<file path="config.mk">
export PLATFORM = sky130hd
export DESIGN_NAME = fwd_hazard_unit_flat
export DESIGN_NICKNAME = d
export VERILOG_FILES = /design/src/rtl/fwd_hazard_unit_if.sv /design/src/rtl/fwd_hazard_unit.sv /design/src/flat_wrapper.sv
export SDC_FILE = /design/constraint.sdc
export NUM_CORES = 1
export LEC_CHECK = 0
export BUFFER_PORTS_ARGS = -buffer_cell sky130_fd_sc_hd__buf_2
export CAP_MARGIN = 5
export CORE_MARGIN = 4
export CORE_UTILIZATION = 49
export DETAILED_ROUTE_END_ITERATION = 8
export HOLD_SLACK_MARGIN = 0.12
export PLACE_DENSITY = 0.78
export SLEW_MARGIN = 0
export SYNTH_ARGS = -nofsm -noshare
export SYNTH_HDL_FRONTEND = slang
export SYNTH_SLANG_ARGS = --single-unit
</file>
<file path="constraint.sdc">
create_clock -name clk_i -period 4 [get_ports clk_i]
set_clock_uncertainty 0.1 [all_clocks]
set_input_delay 0.2 -clock clk_i [delete_from_list [all_inputs] [get_ports clk_i]]
set_output_delay 0.2 -clock clk_i [all_outputs]
set_load 0.01 [all_outputs]
</file>
<file path="src/rtl/fwd_hazard_unit_if.sv">
// fwd_hazard_unit_if: pipeline-side (master) and hazard-unit-side (slave) bundle of F/D, D/X, X/M, M/W fields, forward selects, stall and scoreboard.
interface fwd_hazard_unit_if #(parameter int LANES = 2, parameter int RW = 5, parameter int CNTW = 32);
  localparam int SELW = $clog2(2*LANES+1);
  logic [LANES-1:0]      fd_valid;
  logic [LANES*RW-1:0]   fd_rs;
  logic [LANES*RW-1:0]   fd_rt;
  logic [LANES*RW-1:0]   fd_rd;
  logic [LANES-1:0]      fd_md_start;
  logic [LANES*RW-1:0]   dx_rs;
  logic [LANES*RW-1:0]   dx_rt;
  logic [LANES*RW-1:0]   dx_rd;
  logic [LANES-1:0]      dx_load;
  logic [LANES*RW-1:0]   xm_rd;
  logic [LANES*RW-1:0]   mw_rd;
  logic [LANES-1:0]      xm_regwrite;
  logic [LANES-1:0]      mw_regwrite;
  logic                  md_done;
  logic [RW-1:0]         md_rd;
  logic                  stall;
  logic [LANES*SELW-1:0] fwd_a;
  logic [LANES*SELW-1:0] fwd_b;
  logic [2**RW-1:0]      sb_pending;
  logic [CNTW-1:0]       stall_count;
  modport master (
    output fd_valid, fd_rs, fd_rt, fd_rd, fd_md_start, dx_rs, dx_rt, dx_rd, dx_load,
           xm_rd, mw_rd, xm_regwrite, mw_regwrite, md_done, md_rd,
    input  stall, fwd_a, fwd_b, sb_pending, stall_count
  );
  modport slave (
    input  fd_valid, fd_rs, fd_rt, fd_rd, fd_md_start, dx_rs, dx_rt, dx_rd, dx_load,
           xm_rd, mw_rd, xm_regwrite, mw_regwrite, md_done, md_rd,
    output stall, fwd_a, fwd_b, sb_pending, stall_count
  );
endinterface

</file>
<file path="src/rtl/fwd_hazard_unit.sv">
// fwd_hazard_unit: per-lane operand forward selects, load-use and mult/div scoreboard stall, saturating stall counter (ports: clk_i, rst_i, bus slave).
module fwd_hazard_unit #(
  parameter int LANES = 2,
  parameter int RW = 5,
  parameter int CNTW = 32
) (
  input logic clk_i,
  input logic rst_i,
  fwd_hazard_unit_if.slave bus
);
  localparam int SELW = $clog2(2*LANES+1);
  localparam int NREG = 2**RW;
  logic [NREG-1:0] pend_q, pend_d;
  logic [CNTW-1:0] cnt_q, cnt_d;
  logic lu, sbh, stall;
  // M/W scanned first and X/M last so X/M wins; ascending k lets the later lane win
  function automatic logic [SELW-1:0] sel(input logic [RW-1:0] s, input logic [LANES*RW-1:0] xr,
                                          input logic [LANES*RW-1:0] mr, input logic [LANES-1:0] xw,
                                          input logic [LANES-1:0] mw);
    logic [SELW-1:0] r;
    r = '0;
    for (int k = 0; k < LANES; k++) if (mw[k] && mr[k*RW +: RW] == s) r = SELW'(1 + LANES + k);
    for (int k = 0; k < LANES; k++) if (xw[k] && xr[k*RW +: RW] == s) r = SELW'(1 + k);
    return (s == '0) ? '0 : r;
  endfunction
  always_comb begin
    bus.fwd_a = '0;
    bus.fwd_b = '0;
    for (int i = 0; i < LANES; i++) begin
      bus.fwd_a[i*SELW +: SELW] = sel(bus.dx_rs[i*RW +: RW], bus.xm_rd, bus.mw_rd, bus.xm_regwrite, bus.mw_regwrite);
      bus.fwd_b[i*SELW +: SELW] = sel(bus.dx_rt[i*RW +: RW], bus.xm_rd, bus.mw_rd, bus.xm_regwrite, bus.mw_regwrite);
    end
  end
  always_comb begin
    lu = 1'b0;
    sbh = 1'b0;
    pend_d = pend_q;
    for (int i = 0; i < LANES; i++) begin
      if (bus.fd_valid[i]) begin
        for (int j = 0; j < LANES; j++)
          if (bus.dx_load[j])
            lu = lu | (bus.fd_rs[i*RW +: RW] != '0 && bus.fd_rs[i*RW +: RW] == bus.dx_rd[j*RW +: RW])
                    | (bus.fd_rt[i*RW +: RW] != '0 && bus.fd_rt[i*RW +: RW] == bus.dx_rd[j*RW +: RW]);
        sbh = sbh | (bus.fd_rs[i*RW +: RW] != '0 && pend_q[bus.fd_rs[i*RW +: RW]])
                  | (bus.fd_rt[i*RW +: RW] != '0 && pend_q[bus.fd_rt[i*RW +: RW]])
                  | (bus.fd_md_start[i] && pend_q[bus.fd_rd[i*RW +: RW]]);
      end
    end
    stall = !rst_i && (lu || sbh);
    // clear first so a same-cycle set of the same register overrides it
    if (bus.md_done) pend_d[bus.md_rd] = 1'b0;
    for (int i = 0; i < LANES; i++)
      if (bus.fd_valid[i] && bus.fd_md_start[i] && bus.fd_rd[i*RW +: RW] != '0 && !stall)
        pend_d[bus.fd_rd[i*RW +: RW]] = 1'b1;
    cnt_d = cnt_q + CNTW'(stall && !(&cnt_q));
  end
  always_ff @(posedge clk_i) begin
    if (rst_i) begin
      pend_q <= '0;
      cnt_q <= '0;
    end else begin
      pend_q <= pend_d;
      cnt_q <= cnt_d;
    end
  end
  assign bus.stall = stall;
  assign bus.sb_pending = pend_q;
  assign bus.stall_count = cnt_q;
endmodule

</file>
<file path="src/flat_wrapper.sv">
// flat-port wrapper written by rule: the top's interface ports become plain ports
module fwd_hazard_unit_flat 
#(
  parameter int LANES = 2,
  parameter int RW = 5,
  parameter int CNTW = 32
)
  (clk_i, rst_i, bus_fd_valid, bus_fd_rs, bus_fd_rt, bus_fd_rd, bus_fd_md_start, bus_dx_rs, bus_dx_rt, bus_dx_rd, bus_dx_load, bus_xm_rd, bus_mw_rd, bus_xm_regwrite, bus_mw_regwrite, bus_md_done, bus_md_rd, bus_stall, bus_fwd_a, bus_fwd_b, bus_sb_pending, bus_stall_count);
  fwd_hazard_unit_if #(.LANES(LANES), .RW(RW), .CNTW(CNTW)) bus_i ();
  input logic clk_i;
  input logic rst_i;
  input wire logic [$bits(bus_i.fd_valid)-1:0] bus_fd_valid;
  input wire logic [$bits(bus_i.fd_rs)-1:0] bus_fd_rs;
  input wire logic [$bits(bus_i.fd_rt)-1:0] bus_fd_rt;
  input wire logic [$bits(bus_i.fd_rd)-1:0] bus_fd_rd;
  input wire logic [$bits(bus_i.fd_md_start)-1:0] bus_fd_md_start;
  input wire logic [$bits(bus_i.dx_rs)-1:0] bus_dx_rs;
  input wire logic [$bits(bus_i.dx_rt)-1:0] bus_dx_rt;
  input wire logic [$bits(bus_i.dx_rd)-1:0] bus_dx_rd;
  input wire logic [$bits(bus_i.dx_load)-1:0] bus_dx_load;
  input wire logic [$bits(bus_i.xm_rd)-1:0] bus_xm_rd;
  input wire logic [$bits(bus_i.mw_rd)-1:0] bus_mw_rd;
  input wire logic [$bits(bus_i.xm_regwrite)-1:0] bus_xm_regwrite;
  input wire logic [$bits(bus_i.mw_regwrite)-1:0] bus_mw_regwrite;
  input wire logic [$bits(bus_i.md_done)-1:0] bus_md_done;
  input wire logic [$bits(bus_i.md_rd)-1:0] bus_md_rd;
  output wire logic [$bits(bus_i.stall)-1:0] bus_stall;
  output wire logic [$bits(bus_i.fwd_a)-1:0] bus_fwd_a;
  output wire logic [$bits(bus_i.fwd_b)-1:0] bus_fwd_b;
  output wire logic [$bits(bus_i.sb_pending)-1:0] bus_sb_pending;
  output wire logic [$bits(bus_i.stall_count)-1:0] bus_stall_count;
  assign bus_i.fd_valid = bus_fd_valid;
  assign bus_i.fd_rs = bus_fd_rs;
  assign bus_i.fd_rt = bus_fd_rt;
  assign bus_i.fd_rd = bus_fd_rd;
  assign bus_i.fd_md_start = bus_fd_md_start;
  assign bus_i.dx_rs = bus_dx_rs;
  assign bus_i.dx_rt = bus_dx_rt;
  assign bus_i.dx_rd = bus_dx_rd;
  assign bus_i.dx_load = bus_dx_load;
  assign bus_i.xm_rd = bus_xm_rd;
  assign bus_i.mw_rd = bus_mw_rd;
  assign bus_i.xm_regwrite = bus_xm_regwrite;
  assign bus_i.mw_regwrite = bus_mw_regwrite;
  assign bus_i.md_done = bus_md_done;
  assign bus_i.md_rd = bus_md_rd;
  assign bus_stall = bus_i.stall;
  assign bus_fwd_a = bus_i.fwd_a;
  assign bus_fwd_b = bus_i.fwd_b;
  assign bus_sb_pending = bus_i.sb_pending;
  assign bus_stall_count = bus_i.stall_count;
  fwd_hazard_unit #(.LANES(LANES), .RW(RW), .CNTW(CNTW)) u_core (.clk_i(clk_i), .rst_i(rst_i), .bus(bus_i));
endmodule
</file>
Yosys cells after proc, flatten, opt, wreduce, memory -nomap -nowiden
Index checks and enable logic that the tools add are counted.

Bitwise gates (word level): 16. Eq/ne operators: 24. Add/subtract/negate cells: 1. Muxes and demuxes: 51. Reduce and logical (&&, ||, !) cells: 56. Magnitude comparators: 10.

Operators with widths (count): $eq A5 B5 Y1 (24); $mux W32 (3); $or A32 B32 Y32 (2); $mux W3 (16); $lt A5 B6 Y1 const B (7); $logic_and A1 B1 Y1 (41); $add A32 B1 Y32 (1); $and A32 B32 Y32 (1); $not A32 Y32 (1); $reduce_and A32 Y1 (1); $bmux W1 S5 (6); $reduce_bool A5 Y1 (6); $logic_not A5 Y1 (4); $mux W1 (19); $demux W1 S5 (3); $ge A5 B1 Y1 const B (3); $or A1 B1 Y1 (12); $mux W2 (4); $logic_not A1 Y1 (3); $logic_or A1 B1 Y1 (1).

Output and inout port bits: 77. Word-level logic and storage cells: 160. Flip-flop bits (word level): 64.

Logic depth before layout (Yosys ltp)
Gate-level depths: netlist of the first run.

Depth after elaboration: 24. Mapped depth: 18. Mapped depth without buffers: 14.

Worst setup path before layout of the first run
No wires, ideal clock.

Kind: input to register. Start point: input bus_fd_rd[4]. End point: register u_core.cnt_q[30] (netlist: u_core.bus.stall_count[30]). Setup time: 128 ps. Arrival time: 3541 ps. Required time: 3772 ps. Stages on the path: 17. Buffers on the path: 3. Slack: 232 ps. Path through: clkbuf_1 or3b_2 o22ai_1 o21ai_0 a41o_1 a41oi_4 a31oi_2 buf_2 a31oi_1 ha_1 nand3_1 nor4_1 and2_1 clkbuf_1 nor2b_1 xnor2_1 nor2_1.

Word-level cells in the longest chain between the ends: 13.

RTL lines: start, declared (line flat_wrapper.sv:15) `input wire logic [$bits(bus_i.fd_rd)-1:0] bus_fd_rd;`; $bmux W1 S5 (*) (line fwd_hazard_unit.sv:46) `| (bus.fd_md_start[i] && pend_q[bus.fd_rd[i*RW +: RW]]);`; $mux W1 (not written as such) (*) (line fwd_hazard_unit.sv:46); $logic_and A1 B1 Y1 (*) (line fwd_hazard_unit.sv:46); $or A1 B1 Y1 (*) (line fwd_hazard_unit.sv:46); $mux W1 (*) (line fwd_hazard_unit.sv:39) `if (bus.fd_valid[i]) begin`; $or A1 B1 Y1 (line fwd_hazard_unit.sv:44) `sbh = sbh | (bus.fd_rs[i*RW +: RW] != '0 && pend_q[bus.fd_rs[i*RW +: RW]])`; $or A1 B1 Y1 (line fwd_hazard_unit.sv:45) `| (bus.fd_rt[i*RW +: RW] != '0 && pend_q[bus.fd_rt[i*RW +: RW]])`; $or A1 B1 Y1 (line fwd_hazard_unit.sv:46); $mux W1 (*) (line fwd_hazard_unit.sv:39); $logic_or A1 B1 Y1 (*) (line fwd_hazard_unit.sv:49) `stall = !rst_i && (lu || sbh);`; $logic_and A1 B1 Y1 (*) (line fwd_hazard_unit.sv:49); $logic_and A1 B1 Y1 (*) (line fwd_hazard_unit.sv:55) `cnt_d = cnt_q + CNTW'(stall && !(&cnt_q));`; $add A32 B1 Y32 (*) (line fwd_hazard_unit.sv:55); end signal, assigned (line fwd_hazard_unit.sv:63) `cnt_q <= cnt_d;`; end, declared (line fwd_hazard_unit.sv:14) `logic [CNTW-1:0] cnt_q, cnt_d;`.

Every way passes the cells marked *; elsewhere a longest branch is shown, timed or not. The select of a mux whose other input is x is not followed. A chain may end at the register's enable or synchronous reset.

Final worst setup path of the first run
Start point: register u_core.pend_q[9] (netlist: u_core.bus.sb_pending[9]). End point: register u_core.cnt_q[30] (netlist: u_core.bus.stall_count[30]).

Word-level cells in the longest chain between the ends: 14.

RTL lines: start, declared (line fwd_hazard_unit.sv:13) `logic [NREG-1:0] pend_q, pend_d;`; start signal, assigned (line fwd_hazard_unit.sv:62) `pend_q <= pend_d;`; $bmux W1 S5, on equally long branches (line fwd_hazard_unit.sv:44, fwd_hazard_unit.sv:45); $mux W1, on equally long branches (line fwd_hazard_unit.sv:44, fwd_hazard_unit.sv:45); $logic_and A1 B1 Y1, on equally long branches (line fwd_hazard_unit.sv:44, fwd_hazard_unit.sv:45); $or A1 B1 Y1 (line fwd_hazard_unit.sv:45); $or A1 B1 Y1 (line fwd_hazard_unit.sv:46); $mux W1 (line fwd_hazard_unit.sv:39); $or A1 B1 Y1 (line fwd_hazard_unit.sv:44); $or A1 B1 Y1 (line fwd_hazard_unit.sv:45); $or A1 B1 Y1 (line fwd_hazard_unit.sv:46); $mux W1 (*) (line fwd_hazard_unit.sv:39); $logic_or A1 B1 Y1 (*) (line fwd_hazard_unit.sv:49); $logic_and A1 B1 Y1 (*) (line fwd_hazard_unit.sv:49); $logic_and A1 B1 Y1 (*) (line fwd_hazard_unit.sv:55); $add A32 B1 Y32 (*) (line fwd_hazard_unit.sv:55).

Marked as above.

==> flow_metrics.env, run 1 <==
export IMPL_status="finished clean"
export IMPL_synthTopCellsByCount="xor2_1, nand3_1, dfxtp_1"
export IMPL_worstMarginPinSlew_ns=0.8721
export IMPL_dr_total_vias=7101
export IMPL_drt_pass1_iterations=6
export IMPL_core_area_mm2=0.01324
export IMPL_rsz0062_at_grt="no"
export IMPL_die_area_mm2=0.01548
export IMPL_ir_worst_vdd_mv=0.2598
export IMPL_fin_crit_ns=3.656
export IMPL_cts_htree_levels=3
export IMPL_hpwlAfterDp_um=16560
export IMPL_end_kind="flip-flop"
export IMPL_clock_latency_ns=0.34
export IMPL_numCtsBuffers=9
export IMPL_setup_viol=0
export IMPL_fillers=1221
export IMPL_async_reset_ff_frac=0
export IMPL_initial_utilization=0.5013
export IMPL_grtUsageTotal=0.2779
export IMPL_num_io_pins=175
export IMPL_swShare=0.2887
export IMPL_multi_input_area_mm2=0.004997
export IMPL_clk_pin_slew_worst_paths_ns=0.05
export IMPL_grt_pass1_vias=6722
export IMPL_yosysWarnings=0
export IMPL_die_y_um=124.4
export IMPL_grt_pass1_wl_um=35600
export IMPL_slew_headroom=0.4141
export IMPL_power_density_mw_per_mm2=245.0
export IMPL_synth_edf_count=0
export IMPL_wl_per_cell_um=20.17
export IMPL_yosysUniqueCellTypes=66
export IMPL_m1WireLength_um=8788
export IMPL_top_layer="met5"
export IMPL_nets=1037
export IMPL_critPathKind="flip-flop to flip-flop"
export IMPL_cp_startpoint="u_core.bus.sb_pending[9]"
export IMPL_rows=42
export IMPL_postSynthAreaPerCell_um2=8.257
export IMPL_yosys_area_top_type_share=0.1930
export IMPL_synth_nets=904
export IMPL_grt_overflow_total=0
export IMPL_seq_area_mm2=0.001281
export IMPL_leakage_nw=3.225
export IMPL_port_buffers=174
export IMPL_holdCritPathClass="primary input to flip-flop"
export IMPL_synth_area_leaders="dfxtp_1, xor2_1, mux4_2"
export IMPL_antenna_left=0
export IMPL_finalCritPeriodShare=0.9141
export IMPL_drt_iter0_markers=1072
export IMPL_grt_max_degree=65
export IMPL_avgViaCountPerCell=6.357
export IMPL_synth_seq_cells=64
export IMPL_p_clk_frac=0.420
export IMPL_crit_arrival_ns=3.76
export IMPL_synth_area_mm2=0.006639
export IMPL_syn_inst=804
export IMPL_r2r_cells=14
export IMPL_dieWidth_um=124.4
export IMPL_worst_setup_path_start_kind="flip-flop"
export IMPL_yosysSeqAreaShare=0.1930
export IMPL_required_ns=4.10
export IMPL_antenna_cells=0
export IMPL_max_cap_violations=0
export IMPL_grt_antenna_before_repair=2
export IMPL_path_max_fanout=8
export IMPL_cts_tree="yes"
export IMPL_final_max_slew_viol_count=0
export IMPL_root_buffer="clkbuf_16"
export IMPL_p_sw_mw=0.5578
export IMPL_sequentialPowerShare=0.340
export IMPL_wl_um=22530
export IMPL_setup_tns_final_ns=0
export IMPL_synth_top_area_cell="dfxtp_1"
export IMPL_drive_above_1_share=0.2880
export IMPL_worstReg2RegStart="u_core.bus.sb_pending[9]"
export IMPL_clk_path_buf_depth=2
export IMPL_gp_congestion=0.9942
export IMPL_yosysMostFrequentCell="xor2_1"
export IMPL_ys_flop_type="dfxtp_1"
export IMPL_rrSetupSlack_ns=0.34
export IMPL_r2r_end="u_core.bus.stall_count[30]"
export IMPL_hold_viol=0
export IMPL_holdWs_ns=0.1594
export IMPL_p_int_mw=1.374
export IMPL_dr_wl_met3_um=2613
export IMPL_cp_endpoint="u_core.bus.stall_count[30]"
export IMPL_syn2layout_area_growth_pct=18.79
export IMPL_wl_met2_um=10280
export IMPL_route_detailed_drc=0
export IMPL_clock_sinks=64
export IMPL_fmax_mhz=273.5
export IMPL_p_comb_frac=0.240
==> power by group through the flow <==
| stage | clock network [mW] | logic (mW) | registers, mW |
|---|---|---|---|
| after floorplan | 0 | 0.310 | 0.667 |
| after global placement | 0 | 0.447 | 0.668 |
| final | 0.812 | 0.464 | 0.656 |
| after CTS | 0.823 | 0.455 | 0.655 |
| after detailed placement | 0 | 0.453 | 0.669 |
| after global routing | 0.863 | 0.499 | 0.656 |
==> cells by family after synthesis <==
family	count (synthesis)	share of synthesized area
flip-flops	64	0.1930
adder cells (fa/ha/maj)	2	0.003769
XOR/XNOR	146	0.1926
multiplexers	71	0.1694
buffers and inverters	84	0.05522
AO/OA/AOI/OAI	133	0.1359
AND/OR/NAND/NOR	304	0.2501
==> registers in the layout (all words and copies together) (netlist names) <==
signal,flops
u_core.bus.stall_count,32
u_core.bus.sb_pending,32
==> critical path, cell delays in order (launching register included) <==
cell     delay (ns)
dfxtp_1        0.51
mux4_2         0.29
mux2i_1        0.05
or2_2          0.27
a211o_1        0.30
a41oi_4        0.25
a31oi_2        0.11
a31oi_1        0.23
ha_1           0.28
nand3_1        0.16
nor4_2         0.29
and2_1         0.31
nor2b_1        0.19
xnor2_1        0.12
nor2_1         0.05
==> timing repair <==
item                       CTS  global route
buffers inserted             0             0
setup endpoints to repair    0             7
resized for setup            0             1
hold buffers                 0             0
==> cell usage in the layout (no fill, tap or decap), types with 16 or more instances in the layout <==
| master | n |
|---|---|
| nand2_1 | 44 |
| nor2_1 | 55 |
| buf_4 | 25 |
| mux2i_1 | 28 |
| and3_1 | 17 |
| xor2_1 | 86 |
| dfxtp_1 | 64 |
| nor4_1 | 18 |
| nand3_1 | 71 |
| mux4_2 | 32 |
| xnor2_1 | 60 |
| a21oi_1 | 16 |
| o21ai_0 | 30 |
| a31oi_1 | 35 |
| buf_2 | 174 |
==> final cells by class <==
| class | instances | area share |
|---|---|---|
| clock buffer | 11 | 0.02951 |
| clock inverter | 4 | 0.008885 |
| tap | 176 | 0.02792 |
| multi-input combinational | 656 | 0.6337 |
| timing repair buffer | 199 | 0.1342 |
| inverter | 7 | 0.003332 |
| sequential | 64 | 0.1625 |
==> per-layer routing <==
metal / vias to the layer above / track usage
met3: 89 / 0.09177
met4: 4 / 0.1161
met2: 480 / 0.4351
met5: - / 0
li1: 3225 / -
met1: 3303 / 0.3515
==> how the worst min path moves through the flow <==
stage,start,end,slack (ns),depth (start not counted)
floorplan,rst_i,u_core.bus.sb_pending[0],0.32,2
global placement,u_core.bus.stall_count[29],u_core.bus.stall_count[29],0.38,2
detailed placement,u_core.bus.stall_count[29],u_core.bus.stall_count[29],0.39,2
CTS,rst_i,u_core.bus.sb_pending[0],0.16,3
global route,rst_i,u_core.bus.sb_pending[0],0.18,3
finish,rst_i,u_core.bus.sb_pending[0],0.16,3
==> stage by stage <==
| stage | utilization | std cells | setup WS (ns) | power (mW) | cell area, um2 |
|---|---|---|---|---|---|
| 2_1_floorplan | - | 804 | 0.2317 | 0.9768 | 6639 |
| 3_3_place_gp | 0.5722 | 1102 | 0.2663 | 1.116 | 7577 |
| 3_5_place_dp | 0.5722 | 1102 | 0.1389 | 1.122 | 7577 |
| 4_1_cts | 0.5950 | 1117 | 0.2374 | 1.934 | 7880 |
| 5_1_grt | 0.5955 | 1117 | 0.03972 | 2.018 | 7886 |
| 6_report | 0.5955 | 1117 | 0.3438 | 1.932 | 7886 |
No activity file was read; power rests on OpenSTA's default activity.
==> run 2, diff against run 1 <==
--- a/config.mk
+++ b/config.mk
@@ -5,14 +5,17 @@
 export SDC_FILE = /design/constraint.sdc
 export NUM_CORES = 1
 export LEC_CHECK = 0
+export ABC_AREA = 1
 export BUFFER_PORTS_ARGS = -buffer_cell sky130_fd_sc_hd__buf_2
 export CAP_MARGIN = 5
 export CORE_MARGIN = 4
-export CORE_UTILIZATION = 49
+export CORE_UTILIZATION = 51
 export DETAILED_ROUTE_END_ITERATION = 8
+export GPL_TIMING_DRIVEN = 0
 export HOLD_SLACK_MARGIN = 0.12
-export PLACE_DENSITY = 0.78
+export PLACE_DENSITY = 0.79
 export SLEW_MARGIN = 0
 export SYNTH_ARGS = -nofsm -noshare
 export SYNTH_HDL_FRONTEND = slang
 export SYNTH_SLANG_ARGS = --single-unit
+export TNS_END_PERCENT = 50
==> flow_metrics.env, run 2 <==
export IMPL_status="finished clean"
export IMPL_synth_area_mm2=0.007451
export IMPL_drt_iter0_markers=1225
export IMPL_drt_pass1_iterations=6
export IMPL_use_met3=0.03072
export IMPL_initial_utilization=0.5286
export IMPL_clock_latency_ns=0.33
export IMPL_final_max_slew_viol_count=0
export IMPL_required_ns=4.12
export IMPL_critPathKind="flip-flop to flip-flop"
export IMPL_cp_startpoint="u_core.bus.sb_pending[12]"
export IMPL_core_area_mm2=0.01410
export IMPL_synth_edf_count=0
export IMPL_cpLargestDelayFamily="simple AND/OR/NAND/NOR gates"
export IMPL_dr_total_vias=10090
export IMPL_antenna_left=0
export IMPL_path_max_fanout=7
export IMPL_clock_sinks=64
export IMPL_worstReg2RegStart="u_core.bus.sb_pending[12]"
export IMPL_yosysSeqAreaShare=0.1720
export IMPL_fin_crit_ns=3.777
export IMPL_ir_worst_vdd_mv=0.2467
export IMPL_crit_arrival_ns=3.89
export IMPL_r2r_cells=28
export IMPL_holdWs_ns=0.2847
export IMPL_use_met1=0.4471
export IMPL_grt_antenna_before_repair=0
export IMPL_die_y_um=128.9
export IMPL_cts_htree_levels=3
export IMPL_fmax_mhz=264.8
export IMPL_yosysMostFrequentCell="nand2_1"
export IMPL_clk_pin_slew_worst_paths_ns=0.06
export IMPL_final_area_mm2=0.008909
export IMPL_gp_congestion=1.054
export IMPL_ys_flop_type="dfxtp_1"
export IMPL_root_buffer="clkbuf_16"
export IMPL_num_io_pins=175
export IMPL_numCtsBuffers=9
export IMPL_async_reset_ff_frac=0
export IMPL_grt_pass1_wl_um=44310
export IMPL_gr_max_usage_layer="met2"
export IMPL_antenna_cells=0
export IMPL_power_density_mw_per_mm2=213.9
export IMPL_finalCritPeriodShare=0.9443
export IMPL_slew_headroom=0.6085
export IMPL_setup_viol=0
export IMPL_wl_per_cell_um=16.51
export IMPL_cp_endpoint="u_core.bus.stall_count[23]"
export IMPL_yosys_area_top_type_share=0.2131
export IMPL_syn_inst=1392
export IMPL_synthTopCellsByCount="nand2_1, nor2_1, inv_1"
export IMPL_cts_tree="yes"
export IMPL_max_cap_violations=0
export IMPL_rows=43
export IMPL_leakage_nw=4.434
export IMPL_hold_viol=0
export IMPL_synth_seq_cells=64
export IMPL_clk_path_buf_depth=2
export IMPL_syn2layout_area_growth_pct=19.56
export IMPL_cp_slowest_cell="dfxtp_2"
export IMPL_r2r_end="u_core.bus.stall_count[23]"
export IMPL_postPlaceCellArea_mm2=0.008437
export IMPL_wl_um=28820
export IMPL_rrSetupSlack_ns=0.22
export IMPL_worstMarginPinSlew_ns=0.5873
export IMPL_hold_buffers=0
export IMPL_yosysWarnings=0
export IMPL_hpwlAfterDp_um=21950
export IMPL_grt_overflow_total=0
export IMPL_crit_path_max_incr_delay_ns=0.43
export IMPL_yosysUniqueCellTypes=45
export IMPL_grt_pass1_vias=8900
export IMPL_synth_nets=1492
export IMPL_die_area_mm2=0.01661
export IMPL_postSynthAreaPerCell_um2=5.353
export IMPL_drive_above_1_share=0.1794
export IMPL_end_kind="flip-flop"
export IMPL_grt_max_degree=11
export IMPL_critPathMostFrequentCell="nand2_1"
export IMPL_grtUsageTotal=0.3312
export IMPL_port_buffers=152
export IMPL_cp_depth=28
export IMPL_avgViaCountPerCell=5.778
export IMPL_synth_top_area_cell="nand2_1"
export IMPL_nets=1662
export IMPL_most_common_layout_cells="nand2_1, nor2_1, buf_2, inv_1, nand3_1"
export IMPL_holdCritPathClass="primary input to flip-flop"
export IMPL_worst_setup_path_start_kind="flip-flop"
export IMPL_dieWidth_um=128.9
export IMPL_final_common_cell="nand2_1"
export IMPL_synth_area_leaders="nand2_1, dfxtp_1, nor2_1"
export IMPL_route_detailed_drc=0
export IMPL_crit_buf_inv=4
export IMPL_met2_usage=0.5329
## run 2: timing repair
action                                 4_1_cts  5_1_grt
pin swaps                                    0        7
endpoints found under the hold margin        0        0
resized for setup                           25       52
setup endpoints to repair                    5       13
setup buffers                                0        8
## run 2: per-layer routing
layer / share of wire / up-vias
li1: - / 4865
met1: 0.41 / 4535
met2: 0.45 / 567
met3: 0.093 / 122
met4: 0.043 / 0
met5: 0 / -
## run 2: kinds of logic (layout without fill, tap and decap cells)
group,Yosys count,count (layout),synth area share
compound gates,213,213,0.1647
xor+xnor,50,50,0.05877
simple gates,846,846,0.4799
fa+ha+maj,2,2,0.003358
flops,64,64,0.1720
buf+inv,217,391,0.1212
## run 2: worst min-delay path, delay by kind of cell
| kind | cells | cell delay, ns |
|---|---|---|
| buf+inv | 1 | 0.12 |
| simple gates | 5 | 0.36 |
## run 2: area by class of cell
| class | instances | area, um2 |
|---|---|---|
| sequential | 64 | 1376 |
| multi-input combinational | 1111 | 5316 |
| fill | 1461 | 5187 |
| clock inverter | 3 | 17.52 |
| clock buffer | 12 | 256.5 |
| timing repair buffer | 160 | 820.8 |
| buffer | 58 | 302.8 |
| inverter | 158 | 593.1 |
| tap | 180 | 225.2 |
## run 2: where the power goes
part	switching [mW]	internal, mW
Sequential	0.0150	0.631
Clock	0.280	0.447
Combinational	0.350	0.182
Total	0.646	1.26
## run 2: how the worst min path moves through the flow
stage | from | to | slack [ns] | cells past startpoint
2_1_floorplan | bus_md_rd[2] | u_core.bus.sb_pending[0] | 0.38 | 4
3_3_place_gp | u_core.bus.stall_count[22] | u_core.bus.stall_count[22] | 0.37 | 2
3_5_place_dp | u_core.bus.stall_count[22] | u_core.bus.stall_count[22] | 0.37 | 2
4_1_cts | bus_fd_rd[8] | u_core.bus.sb_pending[16] | 0.27 | 6
5_1_grt | bus_fd_rd[7] | u_core.bus.sb_pending[10] | 0.32 | 6
6_report | bus_fd_rd[7] | u_core.bus.sb_pending[8] | 0.28 | 6
## run 2: metrics by stage
stage / power, mW / worst slack, ns / utilization / setup TNS (ns) / instances
2_1_floorplan: 0.9993 / 0.5863 / - / 0 / 1392
3_3_place_gp: 1.173 / -0.1611 / 0.5985 / -0.2742 / 1724
3_5_place_dp: 1.181 / -0.2220 / 0.5985 / -0.4701 / 1724
4_1_cts: 1.905 / 0.008096 / 0.6208 / 0 / 1739
5_1_grt: 1.994 / -0.01237 / 0.6320 / -0.01237 / 1746
6_report: 1.906 / 0.2229 / 0.6320 / 0 / 1746
